--- src/rtl/alu_pkg.sv ---
// alu_pkg: shared types and constants for the ALU arbiter slice.
//   alu_op_t    - 3-bit ALU select S, with the eight op constants
//   arb_state_t - arbiter FSM states
//   grant_t     - result of the round-robin grant decision
//   ALU_WIDTH   - operand/result width of alu_32_bit
package alu_pkg;

  localparam int ALU_WIDTH = 32;

  typedef logic [2:0] alu_op_t;

  localparam alu_op_t OP_ADD = 3'b000;
  localparam alu_op_t OP_SUB = 3'b001;
  localparam alu_op_t OP_AND = 3'b010;
  localparam alu_op_t OP_OR  = 3'b011;
  localparam alu_op_t OP_XOR = 3'b100;
  localparam alu_op_t OP_NOT = 3'b101;
  localparam alu_op_t OP_SLL = 3'b110;
  localparam alu_op_t OP_SRL = 3'b111;

  typedef enum logic [1:0] {
    IDLE = 2'd0,
    EXEC = 2'd1,
    RESP = 2'd2
  } arb_state_t;

  typedef struct packed {
    logic gnt;  // some requester is granted
    logic who;  // index of the granted requester
  } grant_t;

endpackage

--- src/rtl/alu_arbiter_if.sv ---
// alu_arbiter_if: command and response channels of both requesters.
//   reqN_valid/ready/op/a/b - command handshake from requester N
//   rspN_valid/ready/data   - result handshake back to requester N
//   master - requester side, slave - arbiter side
interface alu_arbiter_if #(
  parameter int WIDTH = 32
);
  logic             req0_valid;
  logic             req0_ready;
  logic [2:0]       req0_op;
  logic [WIDTH-1:0] req0_a;
  logic [WIDTH-1:0] req0_b;
  logic             req1_valid;
  logic             req1_ready;
  logic [2:0]       req1_op;
  logic [WIDTH-1:0] req1_a;
  logic [WIDTH-1:0] req1_b;
  logic             rsp0_valid;
  logic             rsp0_ready;
  logic [WIDTH-1:0] rsp0_data;
  logic             rsp1_valid;
  logic             rsp1_ready;
  logic [WIDTH-1:0] rsp1_data;

  modport master (
    output req0_valid, req0_op, req0_a, req0_b, rsp0_ready,
    output req1_valid, req1_op, req1_a, req1_b, rsp1_ready,
    input  req0_ready, rsp0_valid, rsp0_data,
    input  req1_ready, rsp1_valid, rsp1_data
  );

  modport slave (
    input  req0_valid, req0_op, req0_a, req0_b, rsp0_ready,
    input  req1_valid, req1_op, req1_a, req1_b, rsp1_ready,
    output req0_ready, rsp0_valid, rsp0_data,
    output req1_ready, rsp1_valid, rsp1_data
  );
endinterface

--- src/rtl/alu_32_bit.sv ---
// alu_32_bit: purely combinational ALU.
//   S - op select (alu_op_t), A/B - operands, Y - result
//   Arithmetic wraps modulo 2^WIDTH; shifts move A by one bit, zero-filled.
module alu_32_bit
  import alu_pkg::*;
#(
  parameter int WIDTH = ALU_WIDTH
) (
  input  alu_op_t          S,
  input  logic [WIDTH-1:0] A,
  input  logic [WIDTH-1:0] B,
  output logic [WIDTH-1:0] Y
);
  always_comb begin
    Y = '0;
    case (S)
      OP_ADD:  Y = A + B;
      OP_SUB:  Y = A - B;
      OP_AND:  Y = A & B;
      OP_OR:   Y = A | B;
      OP_XOR:  Y = A ^ B;
      OP_NOT:  Y = ~A;
      OP_SLL:  Y = {A[WIDTH-2:0], 1'b0};
      OP_SRL:  Y = {1'b0, A[WIDTH-1:1]};
      default: Y = '0;
    endcase
  end
endmodule

--- src/rtl/alu_arbiter.sv ---
// alu_arbiter: shares one alu_32_bit between two requesters.
//   clk   - rising-edge clock
//   rst_n - asynchronous active-low reset
//   bus   - alu_arbiter_if.slave: both command channels and both
//           response channels
// One command is in flight at a time: IDLE grants (round-robin on a
// tie), EXEC runs the ALU on registered operands, RESP holds the result
// for the owner until it is taken.
module alu_arbiter
  import alu_pkg::*;
#(
  parameter int WIDTH = ALU_WIDTH
) (
  input  logic           clk,
  input  logic           rst_n,
  alu_arbiter_if.slave   bus
);

  // On a tie the requester that was not granted last wins.
  function automatic grant_t arb_grant(input logic v0, input logic v1,
                                       input logic last);
    grant_t g;
    g.gnt = v0 | v1;
    g.who = (v0 && v1) ? ~last : v1;
    return g;
  endfunction

  arb_state_t       state_q, state_d;
  logic             last_grant_q, last_grant_d;
  logic             owner_q, owner_d;
  alu_op_t          op_q, op_d;
  logic [WIDTH-1:0] a_q, a_d;
  logic [WIDTH-1:0] b_q, b_d;
  logic [WIDTH-1:0] result_q, result_d;
  logic [WIDTH-1:0] alu_y;
  grant_t           gnt;

  assign gnt = arb_grant(bus.req0_valid, bus.req1_valid, last_grant_q);

  // The ALU only ever sees the registered operands.
  alu_32_bit #(.WIDTH(WIDTH)) u_alu (
    .S (op_q),
    .A (a_q),
    .B (b_q),
    .Y (alu_y)
  );

  always_comb begin
    state_d        = state_q;
    last_grant_d   = last_grant_q;
    owner_d        = owner_q;
    op_d           = op_q;
    a_d            = a_q;
    b_d            = b_q;
    result_d       = result_q;
    bus.req0_ready = 1'b0;
    bus.req1_ready = 1'b0;
    bus.rsp0_valid = 1'b0;
    bus.rsp1_valid = 1'b0;
    case (state_q)
      IDLE: begin
        // Ready is combinational from valid, so gate it with rst_n to keep
        // it low while reset is held.
        if (gnt.gnt && rst_n) begin
          owner_d      = gnt.who;
          last_grant_d = gnt.who;
          state_d      = EXEC;
          if (gnt.who) begin
            bus.req1_ready = 1'b1;
            op_d           = bus.req1_op;
            a_d            = bus.req1_a;
            b_d            = bus.req1_b;
          end else begin
            bus.req0_ready = 1'b1;
            op_d           = bus.req0_op;
            a_d            = bus.req0_a;
            b_d            = bus.req0_b;
          end
        end
      end
      // Operand registers -> ALU -> result_q
      EXEC: begin
        result_d = alu_y;
        state_d  = RESP;
      end
      RESP: begin
        if (owner_q) begin
          bus.rsp1_valid = 1'b1;
          if (bus.rsp1_ready) state_d = IDLE;
        end else begin
          bus.rsp0_valid = 1'b1;
          if (bus.rsp0_ready) state_d = IDLE;
        end
      end
      default: state_d = IDLE;
    endcase
  end

  // Both data outputs carry result_q; only the owner's valid qualifies it.
  assign bus.rsp0_data = result_q;
  assign bus.rsp1_data = result_q;

  always_ff @(posedge clk or negedge rst_n) begin
    if (!rst_n) begin
      state_q      <= IDLE;
      last_grant_q <= 1'b1;
      owner_q      <= 1'b0;
      op_q         <= OP_ADD;
      a_q          <= '0;
      b_q          <= '0;
      result_q     <= '0;
    end else begin
      state_q      <= state_d;
      last_grant_q <= last_grant_d;
      owner_q      <= owner_d;
      op_q         <= op_d;
      a_q          <= a_d;
      b_q          <= b_d;
      result_q     <= result_d;
    end
  end

endmodule
--- src/flat_wrapper.sv ---
// flat-port wrapper written by rule: the top's interface ports become plain ports
module alu_arbiter_flat import alu_pkg::*;
#(
  parameter int WIDTH = ALU_WIDTH
)
  (clk, rst_n, bus_req0_valid, bus_req0_op, bus_req0_a, bus_req0_b, bus_rsp0_ready, bus_req1_valid, bus_req1_op, bus_req1_a, bus_req1_b, bus_rsp1_ready, bus_req0_ready, bus_rsp0_valid, bus_rsp0_data, bus_req1_ready, bus_rsp1_valid, bus_rsp1_data);
  alu_arbiter_if #(.WIDTH(WIDTH)) bus_i ();
  input  logic clk;
  input  logic rst_n;
  input wire logic [$bits(bus_i.req0_valid)-1:0] bus_req0_valid;
  input wire logic [$bits(bus_i.req0_op)-1:0] bus_req0_op;
  input wire logic [$bits(bus_i.req0_a)-1:0] bus_req0_a;
  input wire logic [$bits(bus_i.req0_b)-1:0] bus_req0_b;
  input wire logic [$bits(bus_i.rsp0_ready)-1:0] bus_rsp0_ready;
  input wire logic [$bits(bus_i.req1_valid)-1:0] bus_req1_valid;
  input wire logic [$bits(bus_i.req1_op)-1:0] bus_req1_op;
  input wire logic [$bits(bus_i.req1_a)-1:0] bus_req1_a;
  input wire logic [$bits(bus_i.req1_b)-1:0] bus_req1_b;
  input wire logic [$bits(bus_i.rsp1_ready)-1:0] bus_rsp1_ready;
  output wire logic [$bits(bus_i.req0_ready)-1:0] bus_req0_ready;
  output wire logic [$bits(bus_i.rsp0_valid)-1:0] bus_rsp0_valid;
  output wire logic [$bits(bus_i.rsp0_data)-1:0] bus_rsp0_data;
  output wire logic [$bits(bus_i.req1_ready)-1:0] bus_req1_ready;
  output wire logic [$bits(bus_i.rsp1_valid)-1:0] bus_rsp1_valid;
  output wire logic [$bits(bus_i.rsp1_data)-1:0] bus_rsp1_data;
  assign bus_i.req0_valid = bus_req0_valid;
  assign bus_i.req0_op = bus_req0_op;
  assign bus_i.req0_a = bus_req0_a;
  assign bus_i.req0_b = bus_req0_b;
  assign bus_i.rsp0_ready = bus_rsp0_ready;
  assign bus_i.req1_valid = bus_req1_valid;
  assign bus_i.req1_op = bus_req1_op;
  assign bus_i.req1_a = bus_req1_a;
  assign bus_i.req1_b = bus_req1_b;
  assign bus_i.rsp1_ready = bus_rsp1_ready;
  assign bus_req0_ready = bus_i.req0_ready;
  assign bus_rsp0_valid = bus_i.rsp0_valid;
  assign bus_rsp0_data = bus_i.rsp0_data;
  assign bus_req1_ready = bus_i.req1_ready;
  assign bus_rsp1_valid = bus_i.rsp1_valid;
  assign bus_rsp1_data = bus_i.rsp1_data;
  alu_arbiter #(.WIDTH(WIDTH)) u_core (.clk(clk), .rst_n(rst_n), .bus(bus_i));
endmodule
--- config.mk ---
export PLATFORM = sky130hd
export DESIGN_NAME = alu_arbiter_flat
export DESIGN_NICKNAME = d
export VERILOG_FILES = /design/src/rtl/alu_pkg.sv /design/src/rtl/alu_arbiter_if.sv /design/src/rtl/alu_32_bit.sv /design/src/rtl/alu_arbiter.sv /design/src/flat_wrapper.sv
export SDC_FILE = /design/constraint.sdc
export NUM_CORES = 1
export LEC_CHECK = 0
export ABC_AREA = 1
export BUFFER_PORTS_ARGS = -buffer_cell sky130_fd_sc_hd__buf_2
export CORE_AREA = 2 2 123 185
export DETAILED_ROUTE_END_ITERATION = 10
export DIE_AREA = 0 0 125 187
export GPL_TIMING_DRIVEN = 0
export PLACE_DENSITY_LB_ADDON = 0.15
export SLEW_MARGIN = 0
export SYNTH_ARGS = -nofsm -noshare
export SYNTH_HDL_FRONTEND = slang
export SYNTH_SLANG_ARGS = --single-unit
export TNS_END_PERCENT = 20
--- constraint.sdc ---
create_clock -name clk -period 3.85 [get_ports clk]
set_input_delay 0 -clock clk [delete_from_list [all_inputs] [get_ports clk]]
set_output_delay 0 -clock clk [all_outputs]
set_load 0.02 [all_outputs]
# Yosys cells after proc, flatten, opt, wreduce, memory -nomap -nowiden
# Index checks and enable logic that the tools add are counted.
[word_totals]
reg_bits = 103
input_bits = 140
wordCells = 53
[op_classes]
add_sub_neg = 2
eq_ne = 12
muxes = 20
bitwise = 6
n_reduce_logical = 6
[op_table]
columns = ["cell", "n"]
rows = [
  ["32-bit case mux with 8 select lines", 1],
  ["32-bit 2-to-1 mux", 2],
  ["32-bit adder", 1],
  ["32-bit AND", 1],
  ["32-bit inverter", 1],
  ["32-bit bitwise OR", 1],
  ["32-bit subtractor", 1],
  ["32-bit bitwise XOR", 1],
  ["3-bit == test (second input constant)", 4],
  ["1-bit 2-to-1 mux", 11],
  ["2-bit 2-to-1 mux", 4],
  ["3-bit by 2-bit == test with 1-bit output (second input constant)", 2],
  ["2-bit case mux with 3 select lines", 1],
  ["3-bit by 1-bit == test with 1-bit output (second input constant)", 1],
  ["3-bit zero test", 1],
  ["3-bit 2-to-1 mux", 1],
  ["3-bit by 2-bit != test with 1-bit output (second input constant)", 1],
  ["3-bit != test (second input constant)", 1],
  ["3-bit AND reduction", 1],
  ["2-bit by 1-bit == test with 1-bit output (second input constant)", 1],
  ["2-bit == test (second input constant)", 1],
  ["1-bit logical AND", 2],
  ["2-bit zero test", 1],
  ["2-bit by 1-bit != test with 1-bit output (second input constant)", 1],
  ["other kinds (3)", 3],
]

# Logic depth before layout (Yosys ltp)
# Gate-level depths: netlist of run 1.
[logic_depth]
depth_word = 5
depth_mapped = 22

# By module
# Synthesis of run 1 repeated with hierarchy kept, for this count alone.
[unflattened]
hier_cells = 1751
hier_area_um2 = 10724.0
[modules_own_cells]
columns = ["mod", "n_inst", "cells_per_inst", "area_per_inst_um2", "seq_area_each_um2"]
rows = [
  ["alu_32_bit", 1, 1045, 5544.1, 0.0],
  ["alu_arbiter", 1, 706, 5180.0, 2578.7],
]

# Least setup slack after synthesis of run 1
# Ideal clock, no wire load.
[synth_timing]
kind = "register to register"
start = "register u_core.b_q[0]"
end = "register u_core.result_q[31] (netlist: u_core.bus.rsp0_data[31])"
t_arrival_ns = 2.666
required_ns = 3.722
path_slack_ns = 1.056
path_stages_with_launch = 21
n_path_buf = 0
period_less_slack_ns = 2.794
cell_sequence = "dfrtp_1 -> inv_1 -> ha_1 -> nand3_1 -> nor2_1 -> nand2_1 -> o21ai_2 -> o21ai_2 -> a21oi_2 -> xor2_1 -> ha_1 -> nand2_1 -> inv_1 -> a21oi_1 -> nand2_1 -> nand2_1 -> nand2_1 -> a21oi_1 -> nand2_1 -> nand3_1 -> a21oi_1"
[synth_via]
elab_chain_len = 2
word_cells_on_any_way = 3
classes_between = "2 x add/sub; 1 x mux"
[synth_rtl]
columns = ["item", "line_no", "source"]
rows = [
  ["start, declared", "alu_arbiter.sv:33", "logic [WIDTH-1:0] b_q, b_d;"],
  ["start signal, assigned", "alu_arbiter.sv:110", "b_q <= '0;"],
  ["start signal, assigned", "alu_arbiter.sv:118", "b_q <= b_d;"],
  ["32-bit subtractor or 32-bit adder (tied branches)", "alu_32_bit.sv:18, alu_32_bit.sv:17", ""],
  ["32-bit case mux with 8 select lines *", "alu_32_bit.sv:16", "case (S)"],
  ["end signal, assigned", "alu_arbiter.sv:119", "result_q <= result_d;"],
  ["end, declared", "alu_arbiter.sv:34", "logic [WIDTH-1:0] result_q, result_d;"],
]
# Mark *: on every way between the ends. The rest lies on a longest branch, timed or not.
# A chain may end at the register's enable or synchronous reset.

# Worst setup path after layout of run 1
[layout_timing]
start = "register u_core.b_q[1]"
end = "register u_core.result_q[28] (netlist: u_core.bus.rsp0_data[28])"
# The elaborated chain is that of the path after synthesis.

==> impl_metrics.env, run 1 <==
export IMPL_critical_path_class="flop to flop"
export IMPL_fin_nets=2030
export IMPL_rsz0062_at_grt="true"
export IMPL_dieArea_um2=23380
export IMPL_die_y_um=187
export IMPL_post_place_ws_ns=0.1420
export IMPL_synthesis_area_um2=9676
export IMPL_grt_usage=0.3537
export IMPL_port_buffers=207
export IMPL_skew_ns=0.01059
export IMPL_cp_required_ns=4.08
export IMPL_power_uw=13700
export IMPL_async_flop_share=1.000
export IMPL_power_density_nw_per_um2=1068
export IMPL_synth_most_common_cell="nand2_1"
export IMPL_fin_ws_ns=0.2008
export IMPL_drive_gt1_frac=0.1724
export IMPL_dpl_instance_area_um2=11090
export IMPL_vias=11416
export IMPL_ir_worst_vdd_mv=0.4174
export IMPL_start_util=0.4405
export IMPL_finalMaxSlewViolations=0
export IMPL_drtPass1Iterations=5
export IMPL_r2r_start="u_core.b_q[1]"
export IMPL_leakagePower_uw=0.006616
export IMPL_hold_path_end="u_core.last_grant_q"
export IMPL_path_cells="inv_1 -> ha_2 -> nand3_1 -> nor2_1 -> nand2_2 -> o21ai_2 -> o21ai_2 -> a21oi_2 -> xor2_1 -> ha_1 -> nand2_1 -> nor2_2 -> nand2_1 -> nor3_1 -> nand2_1 -> nand2_1 -> nand2_1 -> nand3_1 -> a21oi_1"
export IMPL_fmax_mhz=274.0
export IMPL_status="completed"
export IMPL_maxCapViolations=0
export IMPL_switching_share=0.5667
export IMPL_antenna_left=0
export IMPL_fillerInstances=2111
export IMPL_grt_pass1_wl_um=62880
export IMPL_cts_buffers=9
export IMPL_cp_end_kind="flop"
export IMPL_final_area_um2=12830
export IMPL_slew_headroom=0.2612
export IMPL_cp_arrival_ns=3.88
export IMPL_worstSetupStartpointType="flop"
export IMPL_clk_path_buf_depth=2
export IMPL_crit_top_cell="nand2_1"
export IMPL_cts_tree="done"
export IMPL_synth_edf_count=0
export IMPL_fp_row_count=67
export IMPL_synth_seq_cells=103
export IMPL_syn_num_nets=1669
export IMPL_synthCells=1432
export IMPL_yosys_area_top_type="dfrtp_1"
export IMPL_ios=208
export IMPL_seqCellArea_um2=2579
export IMPL_max_stage_delay_ns=0.39
export IMPL_crit_slowest_cell="dfrtp_1"
export IMPL_ys_seq_area_frac=0.2665
export IMPL_pwr_share_seq=0.171
export IMPL_tightestPinTransition_ns=1.108
export IMPL_antenna_found_initial=0
export IMPL_drt_initial_drc_count=816
export IMPL_hold_path_class="input pin to flop"
export IMPL_drc_errors=0
export IMPL_fin_crit_sh=0.9478
export IMPL_path_clk_slew_ns=0.08
export IMPL_grt_pass1_vias=11234
export IMPL_min_delay_start="bus_req0_valid"
export IMPL_overflow=0
export IMPL_p_int_uw=5938
export IMPL_diodes=0
export IMPL_reg2reg_to="u_core.bus.rsp0_data[28]"
export IMPL_avgViaCountPerCell=5.504
export IMPL_p_sw_uw=7765
export IMPL_worstSkewPairLatency_ns=0.38
export IMPL_drt_wl_total_um=42160
export IMPL_synth_cell_type_count=44
export IMPL_dp_hpwl_um=32370
export IMPL_syn_area_per_cell_um2=6.757
export IMPL_routedWlPerCell_um=20.33
export IMPL_clockPowerShare=0.077
export IMPL_root_buffer="clkbuf_16"
export IMPL_r2r_worst_path_cells=19
export IMPL_fin_crit_ns=3.649
export IMPL_worstPathMaxFanout=5
export IMPL_htree_levels=3
export IMPL_rrSetupSlack_ns=0.20
export IMPL_clock_sinks=103
export IMPL_area_growth_pct=32.65
export IMPL_yosys_warnings=0
export IMPL_hold_path_depth=5
export IMPL_crit_buf_inv=1
export IMPL_synth_top_area_frac=0.2638
export IMPL_ys_flop_type="dfrtp_1"
export IMPL_grt_max_degree=65
export IMPL_hold_viol_final=0
export IMPL_fin_util=0.5844
export IMPL_finalSetupViolations=0
export IMPL_multi_input_area_um2=5839
export IMPL_place_congestion=0.9811
export IMPL_netlist_top_cells_count="nand2_1, inv_1, nor2_1"
export IMPL_crit_family="simple AND/OR/NAND/NOR gates"
export IMPL_comb_power_share=0.752
export IMPL_coreArea_um2=21960
export IMPL_die_x_um=125
export IMPL_synth_area_top_cells="dfrtp_1, nand2_1, ha_1"
-- through the flow --
step,TNS (ns),std cells,hold WS [ns]
floorplan,0,1432,-0.2956
global placement,0,1915,0.2240
detailed placement,0,1916,0.01976
CTS,0,2070,0.0004092
global route,-0.03522,2074,0.04924
finish,0,2074,0.006750
-- cell type report --
cell class                 count  area share
clock inverter                 6    0.007116
buffer                        81     0.03665
sequential                   103      0.2009
multi-input combinational   1034      0.4550
tap                          276     0.02691
clock buffer                  10     0.01784
timing repair buffer         350      0.1930
inverter                     214     0.06259
-- sequential cells by signal (all words and copies together) (netlist names) --
register              cells
u_core.a_q               32
u_core.b_q               32
u_core.bus.rsp0_data     32
u_core.last_grant_q       1
u_core.op_q               3
u_core.owner_q            1
u_core.state_q            2
-- worst max path at each step --
stage | cells past startpoint | endpoint | start
2_1_floorplan | 20 | u_core.bus.rsp0_data[31] | u_core.b_q[0]
3_3_place_gp | 9 | u_core.a_q[5] | rst_n
3_5_place_dp | 19 | u_core.bus.rsp0_data[28] | u_core.b_q[0]
4_1_cts | 19 | u_core.bus.rsp0_data[28] | u_core.b_q[0]
5_1_grt | 18 | u_core.bus.rsp0_data[28] | u_core.b_q[1]
6_report | 19 | u_core.bus.rsp0_data[28] | u_core.b_q[1]
-- metal layers --
layer / GRT usage / routed length (µm) / vias up
li1: - / - / 5379
met1: 0.4257 / 16680 / 5372
met2: 0.6135 / 20430 / 544
met3: 0.04319 / 2642 / 121
met4: 0.1880 / 2407 / 0
met5: 0 / 0 / -
-- worst min-delay path: cells and delay by family --
kind,cells,cell delay (ns)
AO/OA/AOI/OAI,1,0.11
AND/OR/NAND/NOR,3,0.19
buffers and inverters,1,0.09
-- cells in the final DEF (no fill, tap or decap), types with 3 or more instances in the layout --
cell type      netlist  final
a21oi_1             68     67
a221oi_1             4      4
a31oi_1              6      6
buf_1                4      4
buf_2               22    228
buf_4               35     40
clkbuf_1            19     20
clkbuf_16            0      9
dfrtp_1            102    102
dlygate4sd3_1        0    138
ha_1                96     95
inv_1              204    204
inv_2                9      9
inv_6                0      3
nand2_1            413    412
nand3_1             51     51
nand3b_1             5      5
nand4_1             11     11
nor2_1             112    109
nor2_2               0      3
nor3_1              10     10
nor3_2               3      3
nor4_1              19     19
o211ai_1            68     68
o21a_1               3      3
o21ai_0             31     30
o21ai_1             14     15
o21bai_1             4      4
o22ai_1             53     53
o2bb2ai_1            7      7
xor2_1              36     36
-- what timing repair did --
item / in CTS / in global routing
buffers inserted: 0 / 4
hold endpoints to repair: 109 / 0
endpoints found under the setup margin: 0 / 12
resized for setup: 0 / 7
hold buffers: 138 / 0
-- kinds of logic (layout without fill, tap and decap cells) --
| logic type | Yosys count | count (layout) | share of synthesized area |
|---|---|---|---|
| AO/OA/AOI/OAI | 272 | 272 | 0.1766 |
| buffers and inverters | 295 | 661 | 0.1316 |
| XOR/XNOR | 38 | 38 | 0.03440 |
| flip-flops | 103 | 103 | 0.2665 |
| AND/OR/NAND/NOR | 627 | 627 | 0.2646 |
| adder cells (fa/ha/maj) | 97 | 97 | 0.1262 |
-- power by group through the flow --
stage                     Sequential (µW)  Combinational, µW  Clock, µW
after global placement               2330               9330          0
after detailed placement             2340               9370          0
after global routing                 2410              11300       1090
after floorplan                      2300               6350          0
after CTS                            2320              10000       1060
final                                2340              10300       1060
Power figures use the tool's default switching activity.
==> run 2, diff against run 1 <==
--- a/config.mk
+++ b/config.mk
@@ -7,9 +7,9 @@
 export LEC_CHECK = 0
 export ABC_AREA = 1
 export BUFFER_PORTS_ARGS = -buffer_cell sky130_fd_sc_hd__buf_2
-export CORE_AREA = 2 2 123 185
+export CORE_AREA = 2 2 112 168
 export DETAILED_ROUTE_END_ITERATION = 10
-export DIE_AREA = 0 0 125 187
+export DIE_AREA = 0 0 114 170
 export GPL_TIMING_DRIVEN = 0
 export PLACE_DENSITY_LB_ADDON = 0.15
 export SLEW_MARGIN = 0
==> run 2 against run 1 <==
  * Total power about the same
  * Critical path type unchanged
  * Largest power group unchanged
  * Global-route usage up 8.8 points
  * Critical endpoint is now u_core.bus.rsp0_data[25]
  * Hold slack better by 0.054 ns
  * Register-to-register slack worse by 0.04 ns
  * Worst setup slack worse by 0.043 ns
  * Clock power about the same
==> impl_metrics.env, run 2 (same netlist as run 1, synthesis figures left out) <==
export IMPL_status="completed"
export IMPL_drc_errors=0
export IMPL_drt_initial_drc_count=1324
export IMPL_cts_tree="done"
export IMPL_p_sw_uw=7821
export IMPL_crit_slowest_cell="dfrtp_1"
export IMPL_cp_arrival_ns=3.93
export IMPL_fin_util=0.7120
export IMPL_max_stage_delay_ns=0.41
export IMPL_min_delay_start="bus_req1_valid"
export IMPL_fin_nets=2025
export IMPL_slew_headroom=0.1903
export IMPL_clockPowerShare=0.076
export IMPL_grt_pass1_vias=11760
export IMPL_rsz0062_at_grt="true"
export IMPL_worstPathMaxFanout=5
export IMPL_coreArea_um2=17870
export IMPL_power_density_nw_per_um2=1077
export IMPL_worstSkewPairLatency_ns=0.38
export IMPL_area_growth_pct=31.48
export IMPL_fmax_mhz=270.8
export IMPL_timing_hold_ws_ns=0.06101
export IMPL_worstSetupStartpointType="flop"
export IMPL_skew_ns=0.01407
export IMPL_antenna_found_initial=0
export IMPL_routedWlPerCell_um=21.39
export IMPL_finalMaxSlewViolations=0
export IMPL_vias=12014
export IMPL_critical_path_class="flop to flop"
export IMPL_root_buffer="clkbuf_16"
export IMPL_grt_pass1_wl_um=64360
export IMPL_overflow=0
export IMPL_die_x_um=114
export IMPL_ios=208
export IMPL_dp_hpwl_um=30500
export IMPL_post_place_ws_ns=0.06022
export IMPL_hold_viol_final=0
export IMPL_mostFrequentLayoutCell="nand2_1"
export IMPL_cp_required_ns=4.08
export IMPL_power_uw=13700
export IMPL_critPathLaunch="u_core.b_q[1]"
export IMPL_crit_top_cell="nand2_1"
export IMPL_grt_usage=0.4418
export IMPL_grt_max_degree=69
export IMPL_hold_path_class="input pin to flop"
export IMPL_leakagePower_uw=0.006591
export IMPL_r2r_start="u_core.b_q[1]"
export IMPL_pwr_share_seq=0.173
export IMPL_tightestPinTransition_ns=1.215
export IMPL_maxCapViolations=0
export IMPL_ir_worst_vdd_mv=0.5248
export IMPL_htree_levels=3
export IMPL_drt_wl_total_um=43020
export IMPL_switching_share=0.5710
export IMPL_fp_row_count=60
export IMPL_drive_gt1_frac=0.1707
export IMPL_comb_power_share=0.751
export IMPL_finalSetupViolations=0
export IMPL_place_congestion=0.9944
export IMPL_drtPass1Iterations=5
export IMPL_path_clk_slew_ns=0.09
export IMPL_cts_buffers=9
export IMPL_path_cells="inv_1 -> ha_1 -> nand3_1 -> nor2_1 -> nand2_1 -> o21ai_2 -> o21ai_2 -> a21oi_2 -> xor2_1 -> ha_1 -> nand2_1 -> nor2_4 -> nand2_1 -> nand3b_1 -> nand2_1 -> nand2_1 -> nand3_1 -> a21oi_1"
export IMPL_fin_crit_sh=0.9591
export IMPL_fin_crit_ns=3.692
export IMPL_fillerInstances=1471
export IMPL_port_buffers=207
export IMPL_dieArea_um2=19380
export IMPL_fin_ws_ns=0.1575
export IMPL_die_y_um=170
export IMPL_cp_end_kind="flop"
export IMPL_p_int_uw=5876
export IMPL_avgViaCountPerCell=5.974
export IMPL_antenna_left=0
export IMPL_start_util=0.5415
export IMPL_clock_sinks=103
export IMPL_final_cell_mix="nand2_1, buf_2, inv_1"
export IMPL_clk_path_buf_depth=2
export IMPL_postCtsSetupBuffers=0
-- run 2: worst paths after layout --
kind	to	slack, ns	cells after the start
setup / recovery	u_core.bus.rsp0_data[25]	0.16	18
setup reg to reg	u_core.bus.rsp0_data[25]	0.16	18
hold reg to reg	u_core.bus.rsp0_data[23]	0.50	2
min in group asynchronous	u_core.bus.rsp0_data[8]	0.13	2
hold / removal	u_core.last_grant_q	0.06	4
max in group asynchronous	u_core.last_grant_q	2.90	3
-- run 2: power groups by stage --
| stage | sequential, µW | clock, µW | combinational, µW |
|---|---|---|---|
| 2_1_floorplan | 2300 | 0 | 6350 |
| 3_3_place_gp | 2310 | 0 | 9060 |
| 3_5_place_dp | 2340 | 0 | 9180 |
| 4_1_cts | 2310 | 1030 | 9830 |
| 5_1_grt | 2400 | 1060 | 11200 |
| 6_report | 2370 | 1040 | 10300 |
-- run 2: metal layers --
metal | part of all wire | track usage
met1 | 0.37 | 0.5231
met2 | 0.46 | 0.7257
met4 | 0.078 | 0.2975
met3 | 0.091 | 0.07799
met5 | 0 | 0
-- run 2: worst max-delay path: cells and delay by family, from the launching register on --
kind                       cells  cell delay (ns)
AOI/OAI and AO/OA              4             0.62
xor gates and xnor gates       1             0.12
and+or+nand+nor               10             1.52
buffers and inverters          1             0.17
adders and majority gates      2             0.68
DFF                            1             0.41
-- run 2: through the flow --
stage               cells  setup TNS [ns]  instance area [µm²]
floorplan            1432               0                 9676
finish               2011               0                12720
detailed placement   1857               0                11010
global route         2010        -0.08218                12720
global placement     1856               0                10980
CTS                  2010               0                12700
-- run 2: cell type report --
class	instances	area (µm²)	share of cell area
Clock inverter	6	76.32	0.006000
Antenna cell	1	2.502	0.0001967
Clock buffer	10	239.0	0.01879
Multi-Input combinational cell	1034	5842	0.4592
Tap cell	217	271.5	0.02134
Timing Repair Buffer	345	2437	0.1916
Sequential cell	103	2579	0.2027
Inverter	214	803.3	0.06315
Buffer	81	470.5	0.03698
-- run 2: what timing repair did --
item | 4_1_cts | 5_1_grt
gates resized for setup | 0 | 6
setup endpoints to repair | 0 | 7
endpoints found under the hold margin | 104 | 0
hold buffers | 137 | 0
==> run 3, diff against run 2 <==
--- a/config.mk
+++ b/config.mk
@@ -7,13 +7,14 @@
 export LEC_CHECK = 0
 export ABC_AREA = 1
 export BUFFER_PORTS_ARGS = -buffer_cell sky130_fd_sc_hd__buf_2
-export CORE_AREA = 2 2 112 168
+export CORE_AREA = 2 2 118 177
 export DETAILED_ROUTE_END_ITERATION = 10
-export DIE_AREA = 0 0 114 170
+export DIE_AREA = 0 0 120 179
 export GPL_TIMING_DRIVEN = 0
 export PLACE_DENSITY_LB_ADDON = 0.15
 export SLEW_MARGIN = 0
 export SYNTH_ARGS = -nofsm -noshare
 export SYNTH_HDL_FRONTEND = slang
+export SYNTH_HIERARCHICAL = 1
 export SYNTH_SLANG_ARGS = --single-unit
 export TNS_END_PERCENT = 20
==> run 3 against run 2 <==
  * Maximum frequency up 3.5%
  * Combinational power about the same
  * Worst setup slack better by 0.12 ns
  * Global-route usage fell by 10 points
  * Sequential power about the same
  * Final area is 7.9% higher
  * Via count rose by 4.7%
  * Clock power fell by 13%
  * Die area increased by 11%
  * Sequential share of layout area down 1.5 points
  * Non-clock buffer count increased by 14
  * Largest cell class unchanged
  * Highest routed layer unchanged
==> impl_metrics.env, run 3 <==
export IMPL_netlist_top_cells_count="nand2_1, inv_1, nand3_1"
export IMPL_ys_seq_area_frac=0.2405
export IMPL_yosys_warnings=6
export IMPL_slew_headroom=0.5293
export IMPL_antenna_left=0
export IMPL_critical_path_class="flop to flop"
export IMPL_power_density_nw_per_um2=963.6
export IMPL_fin_crit_ns=3.568
export IMPL_final_area_um2=13730
export IMPL_fmax_mhz=280.3
export IMPL_synth_seq_cells=103
export IMPL_die_x_um=120
export IMPL_drt_wl_total_um=36540
export IMPL_met3_usage=0.03340
export IMPL_busiest_layer="met2"
export IMPL_die_y_um=179
export IMPL_syn_area_per_cell_um2=6.125
export IMPL_ys_flop_type="dfrtp_1"
export IMPL_ir_worst_vdd_mv=0.3717
export IMPL_cts_buffers=9
export IMPL_area_growth_pct=27.99
export IMPL_grt_pass1_vias=12012
export IMPL_grt_use_met2=0.6134
export IMPL_dieArea_um2=21480
export IMPL_synthCells=1751
export IMPL_dpl_instance_area_um2=12120
export IMPL_synth_area_top_cells="nand2_1, dfrtp_1, ha_1"
export IMPL_seqCellArea_um2=2579
export IMPL_cp_arrival_ns=3.87
export IMPL_fin_nets=2338
export IMPL_status="completed"
export IMPL_mostFrequentLayoutCell="nand2_1"
export IMPL_rsz0062_at_grt="false"
export IMPL_start_util=0.5336
export IMPL_postCtsSetupBuffers=0
export IMPL_syn_num_nets=1988
export IMPL_grt_usage=0.3398
export IMPL_clock_sinks=103
export IMPL_fp_row_count=64
export IMPL_crit_top_cell="nand2_1"
export IMPL_timing_hold_ws_ns=0.01584
export IMPL_final_cell_mix="nand2_1, buf_2, inv_1"
export IMPL_finalSetupViolations=0
export IMPL_synthesis_area_um2=10720
export IMPL_vias=12577
export IMPL_max_stage_delay_ns=0.46
export IMPL_path_cells="inv_1 -> ha_1 -> nand3_2 -> nor2_2 -> nand2_2 -> nor2_4 -> nand3_2 -> nand2_1 -> xor2_1 -> ha_1 -> nand2_1 -> nor2_1 -> and3_1 -> nand3_1 -> nand2_1 -> nand2_1 -> nand2_1 -> nand2_1 -> nand2_1 -> nand3_1 -> nand2_1"
export IMPL_overflow=0
export IMPL_dp_hpwl_um=27720
export IMPL_hold_viol_final=0
export IMPL_worstPathMaxFanout=5
export IMPL_power_uw=13230
export IMPL_hold_path_class="input pin to flop"
export IMPL_gr_usage_met1=0.3837
export IMPL_skew_ns=0.008871
export IMPL_cp_required_ns=4.15
export IMPL_port_buffers=206
export IMPL_synth_edf_count=0
export IMPL_coreArea_um2=20100
export IMPL_place_congestion=1.016
export IMPL_fillerInstances=1739
export IMPL_drtPass1Iterations=5
export IMPL_synth_top_area_frac=0.2685
export IMPL_maxCapViolations=0
export IMPL_worstSetupStartpointType="flop"
export IMPL_ios=208
export IMPL_grt_pass1_wl_um=57640
export IMPL_finalMaxSlewViolations=0
export IMPL_grt_max_degree=56
export IMPL_synth_cell_type_count=40
export IMPL_tightestPinTransition_ns=0.7060
export IMPL_cp_end_kind="flop"
export IMPL_leakagePower_uw=0.008100
export IMPL_cts_tree="done"
export IMPL_antenna_found_initial=0
export IMPL_routedWlPerCell_um=15.42
export IMPL_yosys_area_top_type="nand2_1"
export IMPL_drc_errors=0
export IMPL_fin_crit_sh=0.9267
export IMPL_diodes=0
export IMPL_synth_most_common_cell="nand2_1"
export IMPL_worstSkewPairLatency_ns=0.36
export IMPL_multi_input_area_um2=6761
export IMPL_drt_initial_drc_count=703
export IMPL_async_flop_share=1.000
export IMPL_root_buffer="clkbuf_16"
export IMPL_tns_ns=0
export IMPL_htree_levels=3
export IMPL_path_clk_slew_ns=0.08
export IMPL_crit_slowest_cell="dfrtp_1"
export IMPL_drive_gt1_frac=0.1662
export IMPL_avgViaCountPerCell=5.307
export IMPL_clk_path_buf_depth=2
-- run 3: cell types whose count changed after synthesis, sizes merged, moves of 15 or more --
cell and delta:
a21oi -35, nor3 +15, nand3 +106, o22ai -22, nor2 -32, o211ai -66
nand2 +360, o21ai +18, nor4 -19, buf +24
-- run 3: cell type report --
cell class,instances,share of cell area
sequential,103,0.1879
inverter,208,0.05688
tap,264,0.02407
buffer,101,0.04430
multi-input combinational,1339,0.4926
clock inverter,5,0.003008
clock buffer,11,0.01768
timing repair buffer,339,0.1736
-- run 3: stage by stage --
| stage | utilization | setup WS, ns | instances |
|---|---|---|---|
| final | 0.6829 | 0.2823 | 2370 |
| after CTS | 0.6826 | 0.2989 | 2370 |
| after global routing | 0.6829 | 0.02123 | 2370 |
| after floorplan | - | 1.079 | 1751 |
| after global placement | 0.6013 | 0.3517 | 2221 |
| after detailed placement | 0.6028 | 0.3256 | 2222 |
-- run 3: power breakdown --
part           internal, µW  leakage (µW)  switching, µW  total [µW]
Clock                   465      0.000138            444         909
Sequential             1610       0.00130            756        2360
Combinational          3530       0.00666           6420        9950
Total                  5610       0.00810           7620       13200
-- run 3: kinds of logic after synthesis --
group                      Yosys count  share of synthesized area
AOI/OAI and AO/OA                  149                    0.08062
DFF                                103                     0.2405
adders and majority gates           97                     0.1139
and+or+nand+nor                   1053                     0.4029
buffers and inverters              309                     0.1295
xor gates and xnor gates            40                    0.03267
-- run 3: repair_timing --
item,4_1_cts,5_1_grt
resized for setup,0,1
endpoints found under the hold margin,118,0
endpoints found under the setup margin,0,1
hold buffers,132,0
-- run 3: worst max-delay path, delay by kind of cell, from the launching register on --
family        cells  cell delay [ns]
simple gates     17             2.22
fa+ha+maj         2             0.58
flops             1             0.46
buf+inv           1             0.14
xor+xnor          1             0.10
-- run 3: path summary, 6_finish.rpt --
check                                         start                       end  slack, ns  cells past startpoint
max in group asynchronous                     rst_n       u_core/last_grant_q       2.91                      3
min                                   bus_req1_b[3]             u_core/b_q[3]       0.02                      5
min in group asynchronous                     rst_n             u_core/b_q[2]       0.21                      2
max                                   u_core/b_q[0]  u_core/bus.rsp0_data[25]       0.28                     21
min reg2reg                u_core/bus.rsp0_data[23]  u_core/bus.rsp0_data[23]       0.49                      2
max reg2reg                           u_core/b_q[0]  u_core/bus.rsp0_data[25]       0.28                     21
-- run 3: layer usage --
metal / vias up / wire length (µm)
met5: - / 0
met4: 0 / 2259
met3: 155 / 2133
met2: 622 / 17790
met1: 5622 / 14350
li1: 6178 / -
